===== src/rtl/mem_arbiter.sv =====
`default_nettype none
// ============================================================================
// Module   : mem_arbiter
// Brief    : Shares one synchronous single-port memory between an instruction
//            fetch port and a data port with alternating-priority arbitration.
// Revision : 1.0 - initial release
// ============================================================================
module mem_arbiter #(
  parameter int ADDR_W  = 32,
  parameter int DATA_W  = 32,
  parameter int MEM_LAT = 1
) (
  input  logic              clk,
  input  logic              rst,
  input  logic              IM_en,
  input  logic [ADDR_W-1:0] IM_address,
  output logic [DATA_W-1:0] IM_out,
  output logic              IM_valid,
  input  logic              DM_en,
  input  logic              DM_write,
  input  logic [ADDR_W-1:0] DM_address,
  input  logic [DATA_W-1:0] DM_in,
  output logic [DATA_W-1:0] DM_out,
  output logic              DM_valid,
  output logic              stall,
  output logic              MEM_en,
  output logic              MEM_write,
  output logic [ADDR_W-1:0] MEM_address,
  output logic [DATA_W-1:0] MEM_in,
  input  logic [DATA_W-1:0] MEM_out
);

  typedef enum logic [1:0] {
    S_IDLE    = 2'd0,
    S_RD_WAIT = 2'd1,
    S_DONE    = 2'd2
  } state_t;

  localparam logic [2:0] c_LAT     = 3'(MEM_LAT);
  localparam logic       c_PORT_IM = 1'b0;
  localparam logic       c_PORT_DM = 1'b1;

  state_t            r_state, w_state_nxt;
  logic [2:0]        r_cnt, w_cnt_nxt;
  logic              r_owner, w_owner_nxt;
  logic              r_last, w_last_nxt;
  logic              r_im_valid, r_dm_valid;
  logic [DATA_W-1:0] r_im_out, r_dm_out;
  logic              w_im_req, w_dm_req, w_gnt_dm, w_can_issue, w_capture;

  // A port is blind to its own request during its valid cycle.
  assign w_im_req    = IM_en & ~r_im_valid;
  assign w_dm_req    = DM_en & ~r_dm_valid;
  assign w_gnt_dm    = w_dm_req & (~w_im_req | (r_last == c_PORT_IM));
  assign w_can_issue = ~rst & (w_im_req | w_dm_req) &
                       ((r_state == S_IDLE) | (r_state == S_DONE));
  assign w_capture   = (r_state == S_RD_WAIT) && (r_cnt == c_LAT);

  always_comb begin
    w_state_nxt = r_state;
    w_cnt_nxt   = r_cnt;
    w_owner_nxt = r_owner;
    w_last_nxt  = r_last;
    MEM_en      = 1'b0;
    MEM_write   = 1'b0;
    MEM_address = '0;
    MEM_in      = '0;
    case (r_state)
      S_IDLE, S_DONE: begin
        w_state_nxt = S_IDLE;
        if (w_can_issue) begin
          MEM_en      = 1'b1;
          w_owner_nxt = w_gnt_dm;
          w_last_nxt  = w_gnt_dm;
          w_cnt_nxt   = 3'd1;
          if (w_gnt_dm) begin
            MEM_address = DM_address;
            MEM_in      = DM_in;
            MEM_write   = DM_write;
            w_state_nxt = DM_write ? S_DONE : S_RD_WAIT;
          end else begin
            MEM_address = IM_address;
            w_state_nxt = S_RD_WAIT;
          end
        end
      end
      S_RD_WAIT: begin
        if (w_capture) w_state_nxt = S_DONE;
        else           w_cnt_nxt   = r_cnt + 3'd1;
      end
      default: w_state_nxt = S_IDLE;
    endcase
  end

  always_ff @(posedge clk) begin
    if (rst) begin
      r_state    <= S_IDLE;
      r_cnt      <= '0;
      r_owner    <= c_PORT_IM;
      r_last     <= c_PORT_IM;
      r_im_valid <= 1'b0;
      r_dm_valid <= 1'b0;
      r_im_out   <= '0;
      r_dm_out   <= '0;
    end else begin
      r_state    <= w_state_nxt;
      r_cnt      <= w_cnt_nxt;
      r_owner    <= w_owner_nxt;
      r_last     <= w_last_nxt;
      r_im_valid <= (w_state_nxt == S_DONE) && (w_owner_nxt == c_PORT_IM);
      r_dm_valid <= (w_state_nxt == S_DONE) && (w_owner_nxt == c_PORT_DM);
      if (w_capture && (r_owner == c_PORT_IM)) r_im_out <= MEM_out;
      if (w_capture && (r_owner == c_PORT_DM)) r_dm_out <= MEM_out;
    end
  end

  assign IM_out   = r_im_out;
  assign DM_out   = r_dm_out;
  assign IM_valid = r_im_valid;
  assign DM_valid = r_dm_valid;
  assign stall    = (IM_en & ~r_im_valid) | (DM_en & ~r_dm_valid);

endmodule
`default_nettype wire

===== config.mk =====
export PLATFORM = sky130hd
export DESIGN_NAME = mem_arbiter
export DESIGN_NICKNAME = d
export VERILOG_FILES = /design/src/rtl/mem_arbiter.sv
export SDC_FILE = /design/constraint.sdc
export NUM_CORES = 1
export LEC_CHECK = 0
export CAP_MARGIN = 25
export CORE_MARGIN = 1.5
export CORE_UTILIZATION = 30
export CTS_CLUSTER_DIAMETER = 50
export CTS_CLUSTER_SIZE = 40
export DETAILED_ROUTE_END_ITERATION = 6
export PLACE_DENSITY = 0.71
export SETUP_SLACK_MARGIN = 0.15
export SLEW_MARGIN = 10
export SYNTH_ARGS = -nofsm -noshare
export SYNTH_HDL_FRONTEND = slang
export SYNTH_SLANG_ARGS = --single-unit
export TNS_END_PERCENT = 5

===== constraint.sdc =====
create_clock -name clk -period 1.69 [get_ports clk]
set_input_delay 0.2535 -clock clk [delete_from_list [all_inputs] [get_ports clk]]
set_output_delay 0.2535 -clock clk [all_outputs]
set_load 0.03 [all_outputs]

==> flow_summary.toml <==
[run_status]
status = "finished, violations left"
violations = "setup timing"

[place]
placedCellCount = 920
dpl.hpwl_mm = 11.4
io_buffers = 265
dpl_cell_area_um2 = 7470
gp_congestion = 0.815

[floorplan]
design.core.area_um2 = 12200
dieHeight_um = 116
die_area_um2 = 13300
row_count = 40
die_w_um = 116
initial_core_util_pct = 31.2
top_level_ports = 266

[synth]
synth_cells = 455
yosysSeqAreaShare_pct = 38.5
yosysTopAreaCellShare_pct = 38.5
synthTopCellsByArea = "dfxtp_1 38%, mux2i_1 8.7%, a31o_1 6.7%, nand2b_1 5.9%, and3_1 5.6%"
synth_area_leader_cell = "dfxtp_1"
ys_types = 38
yosysMostFrequentCell = "dfxtp_1"
yosys_register_bits = 73
synth_edf_count = 0
synth_commonest_cells = "73 x dfxtp_1, 36 x nand2b_1, 35 x a21oi_1, 35 x nand2_1, 34 x and3_1"
synth_fp_nets = 590
syn_area_per_cell_um2 = 8.35
ys.warnings.count = 0
synth-main-ff-cell = "dfxtp_1"
synth-async-reset-ratio_pct = 0
synthesis.area_um2 = 3800

[clock_network]
cts_made_buffers = 9
cts_tree = "done"
cts_root_buffer = "clkbuf_16"
hold_buffers = 0
clk_latency_ps = 330
cts_max_level = 3
cts_buffer_depth = 2
path_clk_slew_ps = 60
clock_sinks = 73

[min_path]
hold_class = "flip-flop to flip-flop"

[critical_path]
crit_path_cell_trace = "and3b_2 -> buf_6 -> nor2_4 -> buf_12 -> buf_16 -> and3_1 -> buf_6"
required_ps = 1440
cp.arrival_ps = 1710
critPathKind = "flip-flop to primary output"
start_kind = "flip-flop"
critical-path-top-delay-family = "simple AND/OR/NAND/NOR gates"
crit_top_cell = "buf_6"
cp_slowest_cell = "dfxtp_2"
critPathBufInv = 4
path_max_fanout = 17
end_kind = "primary output"
slowest_delay_ps = 330

[detailed_routing]
top_layer_used = "met4"
wirelength_met1_mm = 6.21
ant_nets = 0
dr_wl_met2_mm = 7.85
viasPerCell = 4.95
first_pass_iters = 4
num_vias = 4673
wire_per_inst_um = 16.8
routed_wl_mm = 15.8
drc_errors = 0
wl_met3_mm = 1.39
drt-initial-drc-count = 253

[grt]
grt_pass1_vias = 4817
grt-ovfl-total = 0
grt_pass1_wl_mm = 24.1
grt_util_all_layers_pct = 22.7
grt_max_degree = 50
antenna_found_initial = 0

[sta]
hold_violations = 0
slew_headroom_pct = 76.0
finalSetupViolCount = 66
tightest_slew_ps = 361
rsz0062_at_grt = "true"
setup_slack_ps = -270
clock.fmax_mhz = 510
slew_viol_final = 0
period_needed_ps = 1960
fin_skew_ps = 4.46
period_share_pct = 116

[finish]
fillers = 990
nets = 907
fin_util_pct = 67.2
postLayoutCellArea_um2 = 8170
fin_cells = 944
drive_above_1_share_pct = 32.9
syn_to_final_growth_pct = 115
antenna_cells = 0

[power]
ir_drop_mv = 0.597
power_density_nw_per_um2 = 759
totalPowerFinal_mw = 6.21
leakage_nw = 3.65

[job]
maxCapViolations = 0
## cells by family (layout without fill, tap and decap cells)
family | after synthesis | count (layout) | synth area share [%]
buffers and inverters | 53 | 374 | 7.61
and+or+nand+nor | 188 | 188 | 26.8
muxes | 33 | 33 | 8.70
adders and majority gates | 2 | 2 | 0.659
DFF | 73 | 73 | 38.5
AOI/OAI and AO/OA | 106 | 106 | 17.8
## per-layer routing
layer | up-vias | global-route usage (%)
li1 | 2265 | -
met4 | 0 | 8.23
met5 | - | 0
met3 | 26 | 7.37
met1 | 2214 | 24.9
met2 | 168 | 40.8
## timing repair
item                                    CTS  global route
gates resized for setup                 155            31
buffers inserted                          5             1
gates cloned                              2             1
endpoints found under the setup margin  175            72
pin swaps                                11             8
## layout make-up
class                      count  area [µm²]  share of cell area [%]
timing repair buffer         356        3630                    44.4
multi-input combinational    329        2530                    31.0
tap                          168         210                    2.57
clock inverter                 5        78.8                   0.964
clock buffer                  10         239                    2.92
sequential                    73        1470                    18.0
inverter                       3        13.8                   0.168
## through the flow
| step | hold slack (ps) | worst slack [ps] | TNS, ps |
|---|---|---|---|
| 3_5_place_dp | 446 | -301 | -19940 |
| 4_1_cts | 458 | -295 | -16770 |
| 3_3_place_gp | 443 | -284 | -18750 |
| 6_report | 454 | -270 | -15640 |
| 5_1_grt | 474 | -328 | -19480 |
| 2_1_floorplan | 431 | 23.8 | 0 |
## registers in the layout, summed over array words and instances, names as in the netlist
register,cells
DM_out,32
DM_valid,1
IM_out,32
IM_valid,1
r_cnt,3
r_last,1
r_owner,1
r_state,2
## power by group
group | switching, mW | internal [mW] | total (mW) | leakage (nW)
logic | 1.16 | 1.14 | 2.30 | 2.90
registers | 0.0593 | 1.81 | 1.87 | 0.593
clock network | 0.714 | 1.32 | 2.04 | 0.155
## worst reg2reg max path, stage by stage, from the launching register on
cell	delay (ps)
dfxtp_2	360
inv_2	60
ha_4	170
and4bb_2	270
nand2_2	100
buf_12	200
mux2i_1	240
## placed cells by master, fill, tap and decap left out, types with 29 or more instances in the layout
master,count
nor3_1,33
clkdlybuf4s50_1,130
nand3_1,32
a21oi_4,30
nand2b_1,34
a31o_1,29
buf_6,64
buf_4,71
dfxtp_1,67
nand2_1,34
mux2i_1,33
dlygate4sd2_1,68
## final timing paths
path	slack [ps]	cells past startpoint	to	startpoint
max	-270	7	MEM_in[1]	IM_valid
min reg2reg	450	2	DM_out[18]	DM_out[18]
max reg2reg	220	6	DM_out[17]	r_cnt[1]
min	450	2	DM_out[18]	DM_out[18]
No activity file was read; power rests on OpenSTA's default activity.
